==> src/rtl/imm_gen_pkg.sv <==
// Shared types for the RISC-V immediate generator: format codes, opcodes, entry layout.
// Optional RVC decode is enabled with IMM_GEN_RVC_EN.
package imm_gen_pkg;

   typedef enum logic [3:0] {
      FMT_NONE  = 4'd0,
      FMT_I     = 4'd1,
      FMT_SHAMT = 4'd2,
      FMT_S     = 4'd3,
      FMT_B     = 4'd4,
      FMT_U     = 4'd5,
      FMT_J     = 4'd6,
      FMT_Z     = 4'd7,
      FMT_C     = 4'd8
   } imm_fmt_e;

   localparam logic [6:0] OPC_LOAD      = 7'b0000011;
   localparam logic [6:0] OPC_OP_IMM    = 7'b0010011;
   localparam logic [6:0] OPC_AUIPC     = 7'b0010111;
   localparam logic [6:0] OPC_OP_IMM_32 = 7'b0011011;
   localparam logic [6:0] OPC_STORE     = 7'b0100011;
   localparam logic [6:0] OPC_LUI       = 7'b0110111;
   localparam logic [6:0] OPC_BRANCH    = 7'b1100011;
   localparam logic [6:0] OPC_JALR      = 7'b1100111;
   localparam logic [6:0] OPC_JAL       = 7'b1101111;
   localparam logic [6:0] OPC_SYSTEM    = 7'b1110011;

   localparam int IMM_W_DEF = 64;
   localparam int TAG_W_DEF = 8;

   // Entry layout at the default widths; the top keeps a parametrised twin.
   typedef struct packed {
      logic [IMM_W_DEF-1:0] imm;
      imm_fmt_e             fmt;
      logic                 illegal;
      logic [TAG_W_DEF-1:0] tag;
   } imm_entry_t;

endpackage

==> src/rtl/imm_gen_pipe_decode.sv <==
// Combinational instruction -> {imm, fmt, illegal} decode (module imm_decode_core).
// Compressed (RVC) decode is compiled in only when IMM_GEN_RVC_EN is defined.
module imm_decode_core
   import imm_gen_pkg::*;
#(
   parameter int XLEN = 64
) (
   input  logic [31:0]     instr_i,
   output logic [XLEN-1:0] imm_o,
   output logic [3:0]      fmt_o,
   output logic            illegal_o
);

   logic [6:0] opcode;
   logic [2:0] funct3;
   logic       is_shift;
   logic [31:0] val;
   imm_fmt_e    fmt;
   logic        ill;

   assign opcode   = instr_i[6:0];
   assign funct3   = instr_i[14:12];
   assign is_shift = (funct3 == 3'b001) || (funct3 == 3'b101);

`ifdef IMM_GEN_RVC_EN
   logic [31:0] rvc_val;
   logic        rvc_ok;

   // RVC immediate scramble, keyed by {quadrant, funct3}
   always_comb begin
      rvc_val = 32'd0;
      rvc_ok  = 1'b1;
      case ({instr_i[1:0], instr_i[15:13]})
         5'b00_000: begin
            rvc_val = {22'd0, instr_i[10:7], instr_i[12:11], instr_i[5], instr_i[6], 2'b00};
            rvc_ok  = (rvc_val != 32'd0);
         end
         5'b00_010, 5'b00_110: rvc_val = {25'd0, instr_i[5], instr_i[12:10], instr_i[6], 2'b00};
         5'b00_011, 5'b00_111: rvc_val = {24'd0, instr_i[6:5], instr_i[12:10], 3'b000};
         5'b01_000, 5'b01_010: rvc_val = {{26{instr_i[12]}}, instr_i[12], instr_i[6:2]};
         5'b01_011: begin
            if (instr_i[11:7] == 5'd2) begin
               rvc_val = {{22{instr_i[12]}}, instr_i[12], instr_i[4:3], instr_i[5],
                          instr_i[2], instr_i[6], 4'b0000};
            end else begin
               rvc_val = {{14{instr_i[12]}}, instr_i[12], instr_i[6:2], 12'd0};
            end
            rvc_ok = (rvc_val != 32'd0);
         end
         5'b01_100: begin
            case (instr_i[11:10])
               2'b00, 2'b01: rvc_val = {26'd0, instr_i[12], instr_i[6:2]};
               2'b10:        rvc_val = {{26{instr_i[12]}}, instr_i[12], instr_i[6:2]};
               default:      rvc_ok  = 1'b0;
            endcase
         end
         5'b01_101: rvc_val = {{20{instr_i[12]}}, instr_i[12], instr_i[8], instr_i[10:9],
                               instr_i[6], instr_i[7], instr_i[2], instr_i[11], instr_i[5:3], 1'b0};
         5'b01_110, 5'b01_111: rvc_val = {{23{instr_i[12]}}, instr_i[12], instr_i[6:5], instr_i[2],
                                          instr_i[11:10], instr_i[4:3], 1'b0};
         5'b10_000: rvc_val = {26'd0, instr_i[12], instr_i[6:2]};
         5'b10_010: rvc_val = {24'd0, instr_i[3:2], instr_i[12], instr_i[6:4], 2'b00};
         5'b10_011: rvc_val = {23'd0, instr_i[4:2], instr_i[12], instr_i[6:5], 3'b000};
         5'b10_110: rvc_val = {24'd0, instr_i[8:7], instr_i[12:9], 2'b00};
         5'b10_111: rvc_val = {23'd0, instr_i[9:7], instr_i[12:10], 3'b000};
         default:   rvc_ok  = 1'b0;
      endcase
   end
`endif

   // 32-bit value is built once and sign-extended/truncated to XLEN at the end
   always_comb begin
      val = 32'd0;
      fmt = FMT_NONE;
      ill = 1'b0;
      if (instr_i[1:0] == 2'b11) begin
         case (opcode)
            OPC_LOAD, OPC_JALR: begin
               fmt = FMT_I;
               val = {{20{instr_i[31]}}, instr_i[31:20]};
            end
            OPC_OP_IMM, OPC_OP_IMM_32: begin
               if (is_shift) begin
                  fmt = FMT_SHAMT;
                  if ((XLEN == 64) && (opcode == OPC_OP_IMM)) begin
                     val = {26'd0, instr_i[25:20]};
                  end else begin
                     val = {27'd0, instr_i[24:20]};
                  end
               end else begin
                  fmt = FMT_I;
                  val = {{20{instr_i[31]}}, instr_i[31:20]};
               end
            end
            OPC_STORE: begin
               fmt = FMT_S;
               val = {{20{instr_i[31]}}, instr_i[31:25], instr_i[11:7]};
            end
            OPC_BRANCH: begin
               fmt = FMT_B;
               val = {{19{instr_i[31]}}, instr_i[31], instr_i[7], instr_i[30:25], instr_i[11:8], 1'b0};
            end
            OPC_LUI, OPC_AUIPC: begin
               fmt = FMT_U;
               val = {instr_i[31:12], 12'd0};
            end
            OPC_JAL: begin
               fmt = FMT_J;
               val = {{11{instr_i[31]}}, instr_i[31], instr_i[19:12], instr_i[20], instr_i[30:21], 1'b0};
            end
            OPC_SYSTEM: begin
               if (instr_i[14]) begin
                  fmt = FMT_Z;
                  val = {27'd0, instr_i[19:15]};
               end else begin
                  fmt = FMT_NONE;
                  val = 32'd0;
               end
            end
            default: ill = 1'b1;
         endcase
      end else begin
`ifdef IMM_GEN_RVC_EN
         if (rvc_ok) begin
            fmt = FMT_C;
            val = rvc_val;
         end else begin
            ill = 1'b1;
         end
`else
         ill = 1'b1;
`endif
      end
      imm_o     = XLEN'({{32{val[31]}}, val});
      fmt_o     = fmt;
      illegal_o = ill;
   end

endmodule

==> src/rtl/imm_gen_pipe.sv <==
// Pipelined RISC-V immediate generator: decode core + 2-entry skid buffer, 1-cycle latency.
// Define IMM_GEN_RVC_EN to enable compressed-instruction decode.
module imm_gen_pipe
   import imm_gen_pkg::*;
#(
   parameter int XLEN  = 64,
   parameter int TAG_W = 8
) (
   input  logic             clk,
   input  logic             rst_n,
   input  logic             flush_i,
   input  logic             in_valid,
   output logic             in_ready,
   input  logic [31:0]      in_instr,
   input  logic [TAG_W-1:0] in_tag,
   output logic             out_valid,
   input  logic             out_ready,
   output logic [XLEN-1:0]  out_imm,
   output logic [3:0]       out_fmt,
   output logic             out_illegal,
   output logic [TAG_W-1:0] out_tag
);

   typedef struct packed {
      logic [XLEN-1:0]  imm;
      imm_fmt_e         fmt;
      logic             illegal;
      logic [TAG_W-1:0] tag;
   } entry_t;

   localparam entry_t ENTRY_RST = '{imm: {XLEN{1'b0}}, fmt: FMT_NONE,
                                    illegal: 1'b0, tag: {TAG_W{1'b0}}};

   // State bits are {skid_valid, main_valid} so both handshake outputs come straight from flops
   localparam logic [1:0] ST_EMPTY = 2'b00;
   localparam logic [1:0] ST_ONE   = 2'b01;
   localparam logic [1:0] ST_TWO   = 2'b11;

   logic [1:0]      state_q, state_d;
   entry_t          main_q, main_d;
   entry_t          skid_q, skid_d;
   entry_t          dec_entry;
   logic [XLEN-1:0] dec_imm;
   logic [3:0]      dec_fmt;
   logic            dec_illegal;
   logic            accept;
   logic            pop;

   imm_decode_core #(.XLEN(XLEN)) u_decode (
      .instr_i   (in_instr),
      .imm_o     (dec_imm),
      .fmt_o     (dec_fmt),
      .illegal_o (dec_illegal)
   );

   assign dec_entry = '{imm: dec_imm, fmt: imm_fmt_e'(dec_fmt),
                        illegal: dec_illegal, tag: in_tag};

   assign in_ready    = ~state_q[1];
   assign out_valid   = state_q[0];
   assign out_imm     = main_q.imm;
   assign out_fmt     = main_q.fmt;
   assign out_illegal = main_q.illegal;
   assign out_tag     = main_q.tag;

   assign accept = in_valid & in_ready;
   assign pop    = out_valid & out_ready;

   // Skid-buffer FSM; flush empties it but leaves the output fields as they were
   always_comb begin
      state_d = state_q;
      main_d  = main_q;
      skid_d  = skid_q;
      if (flush_i) begin
         state_d = ST_EMPTY;
      end else begin
         case (state_q)
            ST_EMPTY: begin
               if (accept) begin
                  main_d  = dec_entry;
                  state_d = ST_ONE;
               end else begin
                  state_d = ST_EMPTY;
               end
            end
            ST_ONE: begin
               if (accept && pop) begin
                  main_d  = dec_entry;
                  state_d = ST_ONE;
               end else if (accept) begin
                  skid_d  = dec_entry;
                  state_d = ST_TWO;
               end else if (pop) begin
                  state_d = ST_EMPTY;
               end else begin
                  state_d = ST_ONE;
               end
            end
            ST_TWO: begin
               if (pop) begin
                  main_d  = skid_q;
                  state_d = ST_ONE;
               end else begin
                  state_d = ST_TWO;
               end
            end
            default: state_d = ST_EMPTY;
         endcase
      end
   end

   // State and entry registers with synchronous active-low reset
   always_ff @(posedge clk) begin
      if (!rst_n) begin
         state_q <= ST_EMPTY;
         main_q  <= ENTRY_RST;
         skid_q  <= ENTRY_RST;
      end else begin
         state_q <= state_d;
         main_q  <= main_d;
         skid_q  <= skid_d;
      end
   end

endmodule

==> config.mk <==
export PLATFORM = sky130hd
export DESIGN_NAME = imm_gen_pipe
export DESIGN_NICKNAME = d
export VERILOG_FILES = /design/src/rtl/imm_gen_pkg.sv /design/src/rtl/imm_gen_pipe_decode.sv /design/src/rtl/imm_gen_pipe.sv
export SDC_FILE = /design/constraint.sdc
export NUM_CORES = 1
export LEC_CHECK = 0
export CAP_MARGIN = 20
export CELL_PAD_IN_SITES_DETAIL_PLACEMENT = 0
export CELL_PAD_IN_SITES_GLOBAL_PLACEMENT = 1
export CORE_ASPECT_RATIO = 0.9
export CORE_MARGIN = 10
export CORE_UTILIZATION = 35
export CTS_CLUSTER_SIZE = 8
export DETAILED_ROUTE_END_ITERATION = 12
export PLACE_DENSITY = 0.8
export SLEW_MARGIN = 20
export SYNTH_ARGS = -nofsm -noshare
export SYNTH_HDL_FRONTEND = slang
export SYNTH_SLANG_ARGS = --single-unit
==> constraint.sdc <==
create_clock -name clk -period 5.4 [get_ports clk]
set_clock_uncertainty 0.15 [all_clocks]
set_input_delay 1.62 -clock clk [delete_from_list [all_inputs] [get_ports clk]]
set_output_delay 1.62 -clock clk [all_outputs]
set_load 0.01 [all_outputs]
==> tab_implementation.tex <==
\begin{tabular}{lr}
\hline
Metric & Value \\
\hline
\multicolumn{2}{l}{\textbf{Finish}} \\
Final Net Count & 657 \\
Layout area overhead & 31.04\% \\
Number of antenna repair diodes & 0 \\
Fraction of final layout cells sized beyond drive strength 1 & 5.348\% \\
\multicolumn{2}{l}{\textbf{Drt}} \\
Total wirelength of the detailed-routed design & 13.62 mm \\
Wire length per cell & roughly 18 um \\
Initial drt markers & about 400 \\
Via total after detailed routing & 4176 \\
Number of vias per cell after detailed routing & 5.375 \\
TritonRoute pass-1 iters & 5 \\
Routed met2 length & between 6 and 7 mm \\
Remaining number of nets flagged by the antenna check after routing & 0 \\
Residual DRC count & 0 \\
Met1 layer wirelength in the final routing & 5.815 mm \\
Max layer used & met4 \\
Total length of routed met3 wires & around 1.0 mm \\
\multicolumn{2}{l}{\textbf{Clock network}} \\
Clock slew at the register clock pins of the worst setup and hold paths & about 0.070 ns \\
Number of setup buffers added after CTS & 0 \\
Number of buffers between clock root and the deepest sink & 2 \\
TritonCTS clock tree & yes \\
Number of buffers inserted during clock tree synthesis & 9 \\
Clock Root Buffer & sky130\_fd\_sc\_hd\_\_clkbuf\_16 \\
Sink count of the clock tree & 90 \\
Post-CTS Hold Fix Bufs & 0 \\
Latest clock arrival within the worst-skew pair & approximately 0.34 ns \\
Maximum level of the CTS H-tree & 3 \\
PostCTS Resize Cnt & 0 \\
\multicolumn{2}{l}{\textbf{Worst setup path}} \\
Category of cells accounting for the largest share of critical-path delay & buffers and inverters \\
Worst EP required & between 5 and 6 ns \\
Critical Path End Type & register \\
Worst reg-to-reg path cell count & 6 \\
CP Buf/Inv Count & 2 \\
Critical path type & in -> reg \\
RR Startpoint & state\_q[0] \\
Minimum setup slack among reg-to-reg paths & 2.79 ns \\
Startpoint Class & input port \\
Capturing point of the worst reg2reg path & out\_fmt[2] \\
Delay of the slowest cell on the worst path & roughly 0.74 ns \\
Largest fanout of any net on the critical path & 14 \\
Slowest stage cell, crit path & sky130\_fd\_sc\_hd\_\_clkdlybuf4s50\_1 \\
Endpoint arrival time on the critical path & 4.04 ns \\
Worst-path cell chain & clkdlybuf4s50\_1, nor3\_2, o2111ai\_1, nand4\_1, a21boi\_1, buf\_4, a21oi\_1 \\
\multicolumn{2}{l}{\textbf{Placement}} \\
HPWL after detailed placement & between 9 and 10 mm \\
Number of port buffers & about 120 \\
Final Wtd Congestion & around 0.84 \\
\multicolumn{2}{l}{\textbf{Synthesis}} \\
Area leader, netlist & sky130\_fd\_sc\_hd\_\_dfxtp\_1 \\
Fraction of registers with async set or reset after synthesis & 0\% \\
Gate count of the mapped netlist & around 550 \\
Leading register cell type out of synthesis & sky130\_fd\_sc\_hd\_\_dfxtp\_1 \\
Area of the mapped netlist & about 4300 um\^{}2 \\
Synthesized area per cell & between 7 and 8 um\^{}2 \\
Share of the yosys chip area belonging to registers & 42.20\% \\
Area fraction of the dominant cell type after synthesis & a little over two fifths \\
Yosys warning total & 0 \\
Leading cell types by total area after synthesis & sky130\_fd\_sc\_hd\_\_dfxtp\_1, sky130\_fd\_sc\_hd\_\_nand2\_1, sky130\_fd\_sc\_hd\_\_buf\_4 \\
Count of flip-flops with a built-in enable after synthesis & 0 \\
Number of synthesized register bits & 90 \\
Count of distinct cell types in the synthesized netlist & between 50 and 60 \\
Post-Synthesis Net Count & 592 \\
\multicolumn{2}{l}{\textbf{STA}} \\
Final hold violations & 0 \\
Actual slew at the worst max-slew pin & 0.9665 ns \\
Relative max-transition margin & a little over a third \\
Setup TNS & 0 ns \\
Unrepaired setup endpoints after global routing & false \\
Setup-failing EPs final & 0 \\
Timing-limited maximum frequency & approximately 0.25 GHz \\
Number of pins with negative max-slew slack in the final report & 0 \\
Post-route minimum period & about 4.0 ns \\
Share of the cycle needed by the critical path after routing & 73.34\% \\
\multicolumn{2}{l}{\textbf{Floorplan}} \\
Die extent in y & roughly 120 um \\
I/O pin cnt & between 100 and 150 \\
Std-Cell Rows & 38 \\
Die outline width & approximately 140 um \\
Die area & about 17000 um\^{}2 \\
Core Footprint & 11980 um\^{}2 \\
Starting Density & between 30\% and 40\% \\
\multicolumn{2}{l}{\textbf{GRT}} \\
GRT overflow & 0 \\
Pin count of the biggest net entering global routing & 87 \\
Overall fraction of global-route tracks in use & between 10\% and 20\% \\
Antenna violations before repair & 0 \\
Vias in the first global route & $\sim$4200 \\
First-pass GRT wire length & about 22 mm \\
\multicolumn{2}{l}{\textbf{Hold path}} \\
Hold Crit Endpoint & skid\_q[22] \\
Launch point of the worst hold path & skid\_q[22] \\
Min-Delay Path Depth & 2 \\
Worst min-delay path category & reg -> reg \\
\multicolumn{2}{l}{\textbf{Job}} \\
Max cap viols & 0 \\
\multicolumn{2}{l}{\textbf{Power and ir drop}} \\
Maximum vdd drop & 160.0 uV \\
Total power & $\sim$1500 uW \\
P\_leak & between 0.0015 and 0.002 uW \\
Total power per unit cell area & 270.5 nW/um\^{}2 \\
\multicolumn{2}{l}{\textbf{Outcome}} \\
Status & complete, no violations \\
\hline
\end{tabular}
==> routing by layer <==
layer	GRT usage, %	up-vias
met2	26.86	149
met1	18.60	1971
met4	5.072	0
met3	4.879	21
met5	0	-
li1	-	2035
==> flip-flops by register name, indices dropped and copies added, names as in the netlist <==
| signal | count |
|---|---|
| out_fmt | 3 |
| out_illegal | 1 |
| out_imm | 32 |
| out_tag | 8 |
| skid_q | 44 |
| state_q | 2 |
==> per-stage QoR <==
step | std cells | hold slack, ns | setup WS (ns) | utilization [%] | area [um^2]
6_report | 777 | 0.3041 | 1.439 | 46.69 | 5594
5_1_grt | 777 | 0.3285 | 1.165 | 46.69 | 5594
4_1_cts | 777 | 0.3047 | 1.464 | 46.69 | 5594
3_5_place_dp | 761 | 0.2951 | 1.108 | 44.36 | 5315
3_3_place_gp | 761 | 0.2893 | 1.197 | 44.36 | 5315
2_1_floorplan | 547 | 0.2821 | 2.312 | - | 4269
==> worst reg2reg max path, stage by stage, from the launching register on <==
cell                        delay (ns)
sky130_fd_sc_hd__dfxtp_1          0.46
sky130_fd_sc_hd__nor2b_1          0.12
sky130_fd_sc_hd__a2111oi_4        0.34
sky130_fd_sc_hd__buf_4            0.71
sky130_fd_sc_hd__nand2_1          0.34
sky130_fd_sc_hd__a311o_1          0.35
sky130_fd_sc_hd__o21ai_0          0.07
==> Yosys cell counts (2+ instances only) <==
library cell / instances
sky130_fd_sc_hd__nor3_2: 2
sky130_fd_sc_hd__nor2_1: 44
sky130_fd_sc_hd__o31ai_1: 2
sky130_fd_sc_hd__and2_1: 3
sky130_fd_sc_hd__buf_4: 35
sky130_fd_sc_hd__and3_1: 3
sky130_fd_sc_hd__nor3_1: 8
sky130_fd_sc_hd__nand4_1: 2
sky130_fd_sc_hd__a211oi_1: 6
sky130_fd_sc_hd__a311oi_1: 18
sky130_fd_sc_hd__o21ai_0: 46
sky130_fd_sc_hd__nor2b_1: 2
sky130_fd_sc_hd__o2111ai_1: 2
sky130_fd_sc_hd__a31oi_1: 14
sky130_fd_sc_hd__nand3_1: 15
sky130_fd_sc_hd__inv_1: 5
sky130_fd_sc_hd__a22o_1: 4
sky130_fd_sc_hd__buf_2: 14
sky130_fd_sc_hd__a21oi_1: 51
sky130_fd_sc_hd__clkbuf_1: 26
sky130_fd_sc_hd__a21boi_0: 2
sky130_fd_sc_hd__o22ai_1: 3
sky130_fd_sc_hd__o32ai_1: 4
sky130_fd_sc_hd__dfxtp_1: 90
sky130_fd_sc_hd__nand2_1: 103
sky130_fd_sc_hd__o211ai_1: 16
==> how the worst max path moves through the flow <==
stage	slack, ns	start	depth (start not counted)	endpoint
after floorplan	2.31	in_instr[0]	7	skid_q[25]
after global placement	1.20	out_ready	7	out_fmt[2]
after detailed placement	1.11	in_instr[2]	7	out_imm[25]
after CTS	1.46	in_instr[2]	7	out_imm[25]
after global routing	1.16	in_instr[2]	7	out_imm[23]
final	1.44	in_instr[2]	7	out_imm[25]
==> cell type report <==
cell class | instances | area (um^2)
fill | 1176 | 6387
clock buffer | 10 | 229.0
multi-input combinational | 375 | 2014
clock inverter | 6 | 50.05
inverter | 6 | 22.52
sequential | 90 | 1802
timing repair buffer | 130 | 1276
tap | 160 | 200.2
==> placed cells by master, fill, tap and decap left out, drive strengths merged, types with 2 or more instances in the layout <==
cell type / count
dfxtp: 90
nand3: 15
o2111ai: 2
inv: 8
o22ai: 3
nand4: 2
o32ai: 4
a21boi: 3
and2: 4
clkdlybuf4s50: 121
clkbuf: 10
a211oi: 6
nor2: 44
buf: 9
o31ai: 2
a311oi: 19
a31oi: 14
o21ai: 47
a21oi: 52
nand2: 103
clkinvlp: 2
a22o: 4
nor2b: 2
o211ai: 16
and3: 3
nor3: 10
clkinv: 2
==> power breakdown <==
group          internal [uW]  switching [uW]  total [uW]
clock network            317             275         592
logic                    112             105         217
registers                686            17.1         704
==> cells by family after synthesis <==
group | share of synthesized area, %
compound gates | 26.79
xor+xnor | 0.2052
buf+inv | 10.73
flops | 42.20
mux | 0.2345
other cells | 0.08784
simple gates | 19.75
Power figures use the tool's default switching activity.
